## config.mk

```make
export PLATFORM = sky130hd
export DESIGN_NAME = j24_sweep_ctrl
export DESIGN_NICKNAME = d
export VERILOG_FILES = /design/src/rtl/j24_sweep_ctrl.sv
export SDC_FILE = /design/constraint.sdc
export NUM_CORES = 1
export LEC_CHECK = 0
export ABC_CLOCK_PERIOD_IN_PS = 2500
export CAP_MARGIN = 20
export CORE_ASPECT_RATIO = 0.75
export CORE_MARGIN = 5
export CORE_UTILIZATION = 30
export DETAILED_ROUTE_END_ITERATION = 8
export SKIP_LAST_GASP = 1
export SLEW_MARGIN = 20
export SYNTH_ARGS = -nofsm -noshare
export SYNTH_HDL_FRONTEND = slang
export SYNTH_SLANG_ARGS = --single-unit
```

## constraint.sdc

```tcl
create_clock -name clock -period 2.5 [get_ports clock]
set_input_delay 0.5 -clock clock [delete_from_list [all_inputs] [get_ports clock]]
set_output_delay 0.5 -clock clock [all_outputs]
set_load 0.02 [all_outputs]
```

## src/rtl/j24_sweep_ctrl.sv

```systemverilog
// Exhaustive-sweep sequencer: walks every WIDTH-bit vector PASSES times, samples the
// DUT output after SETTLE cycles and streams (index, vector, z) records over valid/ready.
module j24_sweep_ctrl #(
  parameter int unsigned WIDTH  = 16,
  parameter int unsigned PASSES = 2,
  parameter int unsigned SETTLE = 1,
  parameter int unsigned CNT_W  = WIDTH + 2
) (
  input  logic             clock,
  input  logic             reset_n,
  input  logic             start,
  input  logic             abort,
  output logic [WIDTH-1:0] stim,
  input  logic             z_in,
  output logic             out_valid,
  input  logic             out_ready,
  output logic [CNT_W-1:0] out_index,
  output logic [WIDTH-1:0] out_vector,
  output logic             out_z,
  output logic             busy,
  output logic             done
);

  localparam int unsigned      SET_W       = (SETTLE > 1) ? $clog2(SETTLE) : 1;
  localparam logic [CNT_W-1:0] LAST_IDX    = CNT_W'(PASSES * (2 ** WIDTH) - 1);
  localparam logic [SET_W-1:0] SETTLE_LAST = SET_W'(SETTLE - 1);

  typedef enum logic [1:0] {S_IDLE, S_DRIVE, S_EMIT, S_DONE} state_t;

  state_t             state_q, state_d;
  logic [WIDTH-1:0]   stim_q, stim_d;
  logic [CNT_W-1:0]   idx_q, idx_d;
  logic [SET_W-1:0]   settle_q, settle_d;
  logic [WIDTH-1:0]   vec_q, vec_d;
  logic               z_q, z_d;
  logic               valid_q, valid_d;
  logic               busy_q, busy_d;
  logic               done_q, done_d;

  // State and datapath registers
  always_ff @(posedge clock or negedge reset_n) begin
    if (!reset_n) begin
      state_q  <= S_IDLE;
      stim_q   <= '0;
      idx_q    <= '0;
      settle_q <= '0;
      vec_q    <= '0;
      z_q      <= 1'b0;
      valid_q  <= 1'b0;
      busy_q   <= 1'b0;
      done_q   <= 1'b0;
    end else begin
      state_q  <= state_d;
      stim_q   <= stim_d;
      idx_q    <= idx_d;
      settle_q <= settle_d;
      vec_q    <= vec_d;
      z_q      <= z_d;
      valid_q  <= valid_d;
      busy_q   <= busy_d;
      done_q   <= done_d;
    end
  end

  // Next-state and next-output logic; status flags are decoded from the next state
  always_comb begin
    state_d  = state_q;
    stim_d   = stim_q;
    idx_d    = idx_q;
    settle_d = settle_q;
    vec_d    = vec_q;
    z_d      = z_q;

    case (state_q)
      S_IDLE, S_DONE: begin
        if (start) begin
          state_d  = S_DRIVE;
          stim_d   = '0;
          idx_d    = '0;
          settle_d = '0;
        end
      end
      S_DRIVE: begin
        if (settle_q == SETTLE_LAST) begin
          z_d     = z_in;
          vec_d   = stim_q;
          state_d = S_EMIT;
        end else begin
          settle_d = settle_q + SET_W'(1);
        end
      end
      S_EMIT: begin
        if (out_ready) begin
          if (idx_q == LAST_IDX) begin
            state_d = S_DONE;
          end else begin
            idx_d    = idx_q + CNT_W'(1);
            stim_d   = stim_q + WIDTH'(1);
            settle_d = '0;
            state_d  = S_DRIVE;
          end
        end
      end
      default: state_d = S_IDLE;
    endcase

    // abort wins over start and over a completing handshake
    if (abort) begin
      state_d  = S_IDLE;
      stim_d   = stim_q;
      idx_d    = idx_q;
      settle_d = settle_q;
      vec_d    = vec_q;
      z_d      = z_q;
    end

    valid_d = (state_d == S_EMIT);
    busy_d  = (state_d == S_DRIVE) || (state_d == S_EMIT);
    done_d  = (state_d == S_DONE);
  end

  assign stim       = stim_q;
  assign out_index  = idx_q;
  assign out_vector = vec_q;
  assign out_z      = z_q;
  assign out_valid  = valid_q;
  assign busy       = busy_q;
  assign done       = done_q;

endmodule

```

==> parameters.txt, run 1 <==
Parameter                              Value

Worst setup path
  Launch point of the critical path ... out_index[1]$_DFFE_PN0P_
  Element type at the critical path start ... flop
  Required time of the critical path ... 2.69 ns
  Critical Path Sink Type ... flop
  Depth of the most critical reg-to-reg path ... 6
  Register-to-register setup slack ... 0.22 ns
  Reg-to-reg startpoint ... out_index[1]$_DFFE_PN0P_
  Worst reg2reg path endpoint ... out_index[11]$_DFFE_PN0P_
  Worst endpoint data arrival time ... 2.47 ns
  Highest fanout seen on the critical path ... 12
  Critical path start-end classification ... flop to flop

Global routing
  Initial antenna violation count ... 0
  Global Route Usage Sum ... 14.2%
  Vias in the first global route ... 2570
  Maximum number of pins on one net before global-route repair ... 27
  Wire length of the first global-routing pass ... approximately 13 mm
  Total overflow reported by the global router ... 0

Clock network
  TritonCTS clock tree ... done
  Clock latency on the worst-skew pair ... about 0.30 ns
  Root Driver ... sky130_fd_sc_hd__clkbuf_16
  CTS Sinks ... 56
  CTS H-Tree Depth ... 2
  CTS Buf Count ... 5
  Number of instances resized during post-cts repair ... 0
  Hold-fix buffers, CTS ... 0
  Clock transition at the registers of the reported paths ... 0.07 ns
  Buffer levels on the longest clock path ... 2
  Post-CTS Setup Repair Bufs ... 0

Floorplan
  Initial Utilization ... between 30% and 40%
  Count of standard-cell rows ... 31
  Die area ... 11700 µm²
  Num ports ... 60
  Core outline area ... 9540 µm²
  DIE WIDTH ... between 100 and 150 µm
  Chip height ... 95.0 µm

Placed design
  Last weighted congestion value of the routability-driven placer ... about 0.88
  Half-perimeter wire length after placement ... 5.68 mm
  Worst slack at placement ... around 0.11 ns
  Number of buffers inserted by port buffering ... about 60

Routing
  Starting DRT DRC Count ... roughly 170
  Routed Wire Length ... 7.73 mm
  DRT antenna net count ... 0
  Post-detailed-route DRC marker count ... 0
  Router iterations before antenna repair ... 4
  Average via count per standard cell ... 5.10
  Routed wire per std cell ... 15.2 µm
  Number of vias in the routed layout ... 2584

Pwr
  Max rail drop VDD ... 0.368 mV
  Static leakage ... 1.67 nW
  Total power density per cell area ... 685 nW/µm²

Timing
  Fin worst setup slack ... roughly 0.22 ns
  Clock Skews ... around 0.0029 ns
  Final setup violation count ... 0
  Unrepaired setup endpoints after global routing ... false
  Ratio of final minimum period to clock period ... 91.4%
  Worst slew margin ... 60.5%
  Min Tclk post-route ... between 2 and 2.5 ns
  Post-route setup TNS ... 0 ns
  Highest clock rate ... 438 MHz
  Number of hold-slack violations in the final timing report ... 0
  Number of pins exceeding their max-slew limit in the final report ... 0
  Worst-margin pin slew ... 0.593 ns

Synthesis
  Synthesized area ... 2890 µm²
  Average size of a mapped cell ... 9.62 µm²
  Unique masters post-synth ... 39
  Mapped Nets ... 313
  Portion of the post-synthesis area used by sequential elements ... 48.5%
  Cells after synthesis ... 300
  Count of state elements after synthesis ... 56
  Number of synthesis warnings ... 0

Final layout
  Number of antenna diodes ... 0
  Net total in the final layout ... between 300 and 400
  Layout overhead on the synthesized area ... 36.0%
  Fraction of final layout cells with drive strength greater than 1 ... 14.4%

Outcome
  Status ... finished clean

Job
  Number of violations of the max-capacitance limit ... 0

Worst hold path
  Tightest Hold Check Type ... input port to asynchronous set/reset pin
worst max-delay path: stages (launching register included):
cell	delay (ns)
sky130_fd_sc_hd__dfrtp_1	0.43
sky130_fd_sc_hd__ha_1	0.19
sky130_fd_sc_hd__nand4_1	0.20
sky130_fd_sc_hd__or4_4	0.52
sky130_fd_sc_hd__o221ai_2	0.49
sky130_fd_sc_hd__nor4_1	0.10
sky130_fd_sc_hd__a211o_1	0.24
cell usage in the layout, fill, tap and decap left out, types with 3 or more instances in the layout:
cell,count
sky130_fd_sc_hd__a21oi_1,7
sky130_fd_sc_hd__a31oi_1,4
sky130_fd_sc_hd__and2_1,4
sky130_fd_sc_hd__and3_1,3
sky130_fd_sc_hd__buf_4,21
sky130_fd_sc_hd__clkbuf_16,5
sky130_fd_sc_hd__clkdlybuf4s50_1,58
sky130_fd_sc_hd__dfrtp_1,56
sky130_fd_sc_hd__ha_1,7
sky130_fd_sc_hd__inv_1,10
sky130_fd_sc_hd__mux2_2,17
sky130_fd_sc_hd__nand2_1,44
sky130_fd_sc_hd__nand3_1,29
sky130_fd_sc_hd__nand4_1,11
sky130_fd_sc_hd__nor2_1,12
sky130_fd_sc_hd__nor3_1,7
sky130_fd_sc_hd__nor4_1,5
sky130_fd_sc_hd__o21ai_0,17
sky130_fd_sc_hd__o31ai_1,10
sky130_fd_sc_hd__or3_1,8
sky130_fd_sc_hd__or4_1,9
synthesized netlist by cell type:
master                     count  area [µm²]
sky130_fd_sc_hd__and4_1        1        8.76
sky130_fd_sc_hd__nand2_1      44         165
sky130_fd_sc_hd__nor4_1        5        31.3
sky130_fd_sc_hd__and3_1        3        18.8
sky130_fd_sc_hd__o21ai_1       1        5.00
sky130_fd_sc_hd__mux2i_1       2        20.0
sky130_fd_sc_hd__o21a_1        1        7.51
sky130_fd_sc_hd__inv_1        10        37.5
sky130_fd_sc_hd__nor3_1        8        40.0
sky130_fd_sc_hd__a21o_1        1        7.51
sky130_fd_sc_hd__nand4_1      11        68.8
sky130_fd_sc_hd__o41ai_1       2        17.5
sky130_fd_sc_hd__buf_6         2        22.5
sky130_fd_sc_hd__dfrtp_1      56        1400
sky130_fd_sc_hd__nand2b_1      2        12.5
sky130_fd_sc_hd__a21oi_1       7        35.0
sky130_fd_sc_hd__and2_1        4        25.0
sky130_fd_sc_hd__o221ai_2      1        15.0
sky130_fd_sc_hd__nor2_1       12        45.0
sky130_fd_sc_hd__o21ai_0      17        85.1
sky130_fd_sc_hd__a211o_1       2        17.5
sky130_fd_sc_hd__or3_1         8        50.1
sky130_fd_sc_hd__a22o_1        2        17.5
sky130_fd_sc_hd__o221ai_1      2        17.5
sky130_fd_sc_hd__nor4b_1       1        8.76
sky130_fd_sc_hd__a31oi_1       4        25.0
sky130_fd_sc_hd__or2_2         2        12.5
sky130_fd_sc_hd__o31ai_1      10        75.1
sky130_fd_sc_hd__or4_1         9        67.6
sky130_fd_sc_hd__o22a_1        1        8.76
sky130_fd_sc_hd__ha_1          7        87.6
sky130_fd_sc_hd__mux2_2       17         191
sky130_fd_sc_hd__nand3_1      29         145
sky130_fd_sc_hd__nand4b_1      1        8.76
sky130_fd_sc_hd__clkbuf_1      9        33.8
sky130_fd_sc_hd__o211ai_1      1        7.51
sky130_fd_sc_hd__or4_4         1        11.3
sky130_fd_sc_hd__buf_2         3        15.0
sky130_fd_sc_hd__o21ai_4       1        16.3
registers in the layout, indices dropped and copies added (netlist names):
signal,cells
out_index,18
out_vector,16
stim,16
state_q,2
busy,1
done,1
out_valid,1
out_z,1
routing by layer:
layer	part of all wire, %	vias up	global-route usage (%)	wire length, µm
li1	-	1250	-	-
met1	51	1254	21.5	3920
met2	41	66	19.4	3190
met3	6.3	14	3.23	484
met4	1.8	0	5.07	136
met5	0	-	0	0
layout make-up:
cell class | instances | area, µm²
clock buffer | 6 | 139
clock inverter | 2 | 38.8
fill | 970 | 5620
inverter | 10 | 37.5
multi-input combinational | 220 | 1380
sequential | 56 | 1400
tap | 132 | 165
timing repair buffer | 81 | 763
per-stage QoR:
step / power, mW / hold WS [ns] / util [%] / area, µm² / cells
floorplan: 1.53 / 0.204 / - / 2890 / 300
global placement: 1.86 / 0.485 / 39.2 / 3740 / 499
detailed placement: 1.87 / 0.492 / 39.2 / 3740 / 499
CTS: 2.71 / 0.222 / 41.1 / 3920 / 507
global route: 2.85 / 0.255 / 41.1 / 3930 / 507
finish: 2.69 / 0.198 / 41.1 / 3930 / 507
worst max-delay path by stage:
stage,endpoint,slack (ns),cells past startpoint
after floorplan,busy$_DFF_PN0_,0.34,8
after detailed placement,stim[15]$_DFFE_PN0P_,0.11,6
final,out_index[11]$_DFFE_PN0P_,0.22,6
after global routing,out_index[11]$_DFFE_PN0P_,0.07,6
after global placement,stim[15]$_DFFE_PN0P_,0.15,6
after CTS,busy$_DFF_PN0_,0.20,8
where the power goes:
part | internal, mW | total [mW] | switching (mW)
sequential | 0.969 | 1.02 | 0.0504
combinational | 0.333 | 0.834 | 0.501
clock | 0.503 | 0.836 | 0.334
total | 1.80 | 2.69 | 0.885
cells by family (layout without fill, tap and decap cells):
kind of cell,count (synthesis),count (layout),synth area share [%]
flops,56,56,48.5
simple gates,141,141,24.9
mux,19,19,7.33
compound gates,53,53,12.4
fa+ha+maj,7,7,3.03
buf+inv,24,99,3.77
(Power assumes the default switching activity.)
==> inputs of run 2 (changes only) <==
--- a/config.mk
+++ b/config.mk
@@ -9,8 +9,9 @@
 export CAP_MARGIN = 20
 export CORE_ASPECT_RATIO = 0.75
 export CORE_MARGIN = 5
-export CORE_UTILIZATION = 30
+export CORE_UTILIZATION = 51
 export DETAILED_ROUTE_END_ITERATION = 8
+export PLACE_DENSITY = 0.8
 export SKIP_LAST_GASP = 1
 export SLEW_MARGIN = 20
 export SYNTH_ARGS = -nofsm -noshare
==> run 2 against run 1 <==
Non-clock buffer count increased by 1. Design area down 3.3%. Largest cell class unchanged. Critical endpoint is now stim[0]$_DFFE_PN0P_. Critical path type unchanged. First-iteration DRC count increased by 68%. Die area is 38% lower.
==> parameters.txt, run 2 (synthesis results as in run 1) <==
Parameter                              Value

Routing
  Router iterations before antenna repair ... 5
  Routed wire per std cell ... 16.6 µm
  DRT antenna net count ... 0
  Post-detailed-route DRC marker count ... 0
  Number of vias in the routed layout ... 2715
  Average via count per standard cell ... roughly 6
  Routed Wire Length ... roughly 7.5 mm
  Starting DRT DRC Count ... 288

Final layout
  FF/Latch Area ... 1400 µm²
  Layout overhead on the synthesized area ... 31.5%
  Net total in the final layout ... 388
  Final design area excluding fillers ... 3790 µm²
  Number of antenna diodes ... 0
  Commonest non-fill, non-tap cells in the layout ... sky130_fd_sc_hd__clkdlybuf4s50_1, sky130_fd_sc_hd__dfrtp_1, sky130_fd_sc_hd__nand2_1, sky130_fd_sc_hd__nand3_1, sky130_fd_sc_hd__buf_4
  Most frequent standard cell in the layout excluding fill and tap cells ... sky130_fd_sc_hd__clkdlybuf4s50_1
  Filler Cells Inserted ... a little over 400
  Fraction of final layout cells with drive strength greater than 1 ... 14.4%
  Multi-input combinational cell area ... 1380 µm²
  Flip-flop count of the largest register after layout ... 18

Worst setup path
  Worst endpoint data arrival time ... between 2 and 3 ns
  Register-to-register setup slack ... 0.16 ns
  Highest fanout seen on the critical path ... 12
  Cell type with the highest occurrence count on the critical path ... sky130_fd_sc_hd__buf_4
  Critical path cell sequence ... nand4_1 -> or4_4 -> o21ai_4 -> buf_4 -> buf_4 -> or3_1 -> nand3_1
  Element type at the critical path start ... flop
  Crit path buffers/inverters ... 2
  CP max stage delay ... 0.60 ns
  Critical Path Sink Type ... flop
  Critical path start-end classification ... flop to flop
  Required time of the critical path ... 2.70 ns
  Highest-delay cell along the critical path ... sky130_fd_sc_hd__or4_4
  Largest delay share family, worst path ... simple AND/OR/NAND/NOR gates

Pwr
  Total power density per cell area ... 653 nW/µm²
  Total Power ... ~2.5 mW
  Clock power share ... roughly 25%
  Static leakage ... 1.65 nW
  Max rail drop VDD ... 0.609 mV
  Cell-internal power ... 1.61 mW
  Relative contribution of combinational cells to total power ... 33.9%
  Sw frac ... between 30% and 40%
  Switch Pwr ... 0.864 mW
  Part of the total power dissipated in sequential elements ... 41.4%

Floorplan
  Die area ... 7280 µm²
  DIE WIDTH ... a little under 100 µm
  Num ports ... 60
  Core outline area ... 5410 µm²
  Chip height ... 75.2 µm
  Count of standard-cell rows ... 23
  Initial Utilization ... 53.4%

Global routing
  Wire length of the first global-routing pass ... between 10 and 15 mm
  Initial antenna violation count ... 0
  Maximum number of pins on one net before global-route repair ... 34
  Global Route Usage Sum ... 21.5%
  Total overflow reported by the global router ... 0
  Vias in the first global route ... 2457

Worst hold path
  Tightest Hold Check Type ... input port to asynchronous set/reset pin

Timing
  Worst slew margin ... 60.2%
  Number of pins exceeding their max-slew limit in the final report ... 0
  Worst-margin pin slew ... 0.598 ns
  Ratio of final minimum period to clock period ... 93.4%
  Highest clock rate ... about 430 MHz
  Final setup violation count ... 0
  Fin worst setup slack ... 0.164 ns
  Number of hold-slack violations in the final timing report ... 0
  Clock Skews ... between 0.01 and 0.015 ns
  Unrepaired setup endpoints after global routing ... false
  Post-route setup TNS ... 0 ns
  Final hold slack ... 0.168 ns
  Min Tclk post-route ... 2.34 ns

Placed design
  Half-perimeter wire length after placement ... approximately 5.4 mm
  Last weighted congestion value of the routability-driven placer ... just under 1
  Worst slack at placement ... 0.0340 ns
  Number of buffers inserted by port buffering ... just under 60
  DP Area ... about 3700 µm²

Outcome
  Status ... finished clean

Clock network
  CTS Buf Count ... 5
  Buffer levels on the longest clock path ... 2
  Number of instances resized during post-cts repair ... 0
  CTS H-Tree Depth ... 2
  Root Driver ... sky130_fd_sc_hd__clkbuf_8
  Clock transition at the registers of the reported paths ... 0.11 ns
  Clock latency on the worst-skew pair ... 0.32 ns
  CTS Sinks ... 56
  Hold-fix buffers, CTS ... 0
  Post-CTS Setup Repair Bufs ... 0
  TritonCTS clock tree ... done

Job
  Number of violations of the max-capacitance limit ... 0
[run 2: cell type report]
type                            count  area share [%]
Clock buffer                        5            1.81
Clock inverter                      3            1.22
Inverter                           10           0.989
Multi-Input combinational cell    220            36.3
Sequential cell                    56            36.9
Tap cell                           75            2.47
Timing Repair Buffer               82            20.3
[run 2: worst register-to-register path, stage by stage (launching register included)]
cell and delay (ns):
sky130_fd_sc_hd__dfrtp_1 0.48, sky130_fd_sc_hd__nand4_1 0.27, sky130_fd_sc_hd__or4_4 0.60, sky130_fd_sc_hd__o21ai_4 0.26
sky130_fd_sc_hd__buf_4 0.21, sky130_fd_sc_hd__buf_4 0.18, sky130_fd_sc_hd__or3_1 0.14, sky130_fd_sc_hd__nand3_1 0.08
[run 2: per-layer routing]
layer / share of wire (%) / wire (µm) / track usage [%]
met3: 9.1 / 678 / 4.91
met2: 43 / 3220 / 32.6
met5: 0 / 0 / 0
met4: 1.4 / 102 / 5.30
met1: 47 / 3490 / 31.6
[run 2: final timing paths]
kind	startpoint	to	depth (start not counted)
max	out_index[5]$_DFFE_PN0P_	stim[0]$_DFFE_PN0P_	7
min in group clock	out_vector[5]$_DFFE_PN0P_	out_vector[5]$_DFFE_PN0P_	1
min reg2reg	out_vector[5]$_DFFE_PN0P_	out_vector[5]$_DFFE_PN0P_	1
min	reset_n	out_z$_DFFE_PN0P_	1
max reg2reg	out_index[5]$_DFFE_PN0P_	stim[0]$_DFFE_PN0P_	7
max in group asynchronous	reset_n	out_vector[5]$_DFFE_PN0P_	2
[run 2: metrics by stage]
stage / utilization [%] / instances
CTS: 70.1 / 451
detailed placement: 68.0 / 443
floorplan: - / 300
global route: 70.1 / 451
finish: 70.1 / 451
global placement: 68.0 / 443
[run 2: power by group through the flow]
stage          sequential (mW)  combinational [mW]  clock, mW
2_1_floorplan             1.09               0.437          0
3_3_place_gp              1.04               0.807          0
3_5_place_dp              1.04               0.826          0
4_1_cts                   1.03               0.833      0.624
5_1_grt                   1.03               0.910      0.664
6_report                  1.03               0.840      0.612
==> inputs of run 3 (changes only) <==
--- a/config.mk
+++ b/config.mk
@@ -10,8 +10,10 @@
 export CORE_ASPECT_RATIO = 0.75
 export CORE_MARGIN = 5
 export CORE_UTILIZATION = 51
+export CTS_CLUSTER_SIZE = 12
 export DETAILED_ROUTE_END_ITERATION = 8
 export PLACE_DENSITY = 0.8
+export SETUP_SLACK_MARGIN = 0.05
 export SKIP_LAST_GASP = 1
 export SLEW_MARGIN = 20
 export SYNTH_ARGS = -nofsm -noshare
==> results of run 3 <==
Same layout as run 2: the final DEF is identical, and so are final timing and power.
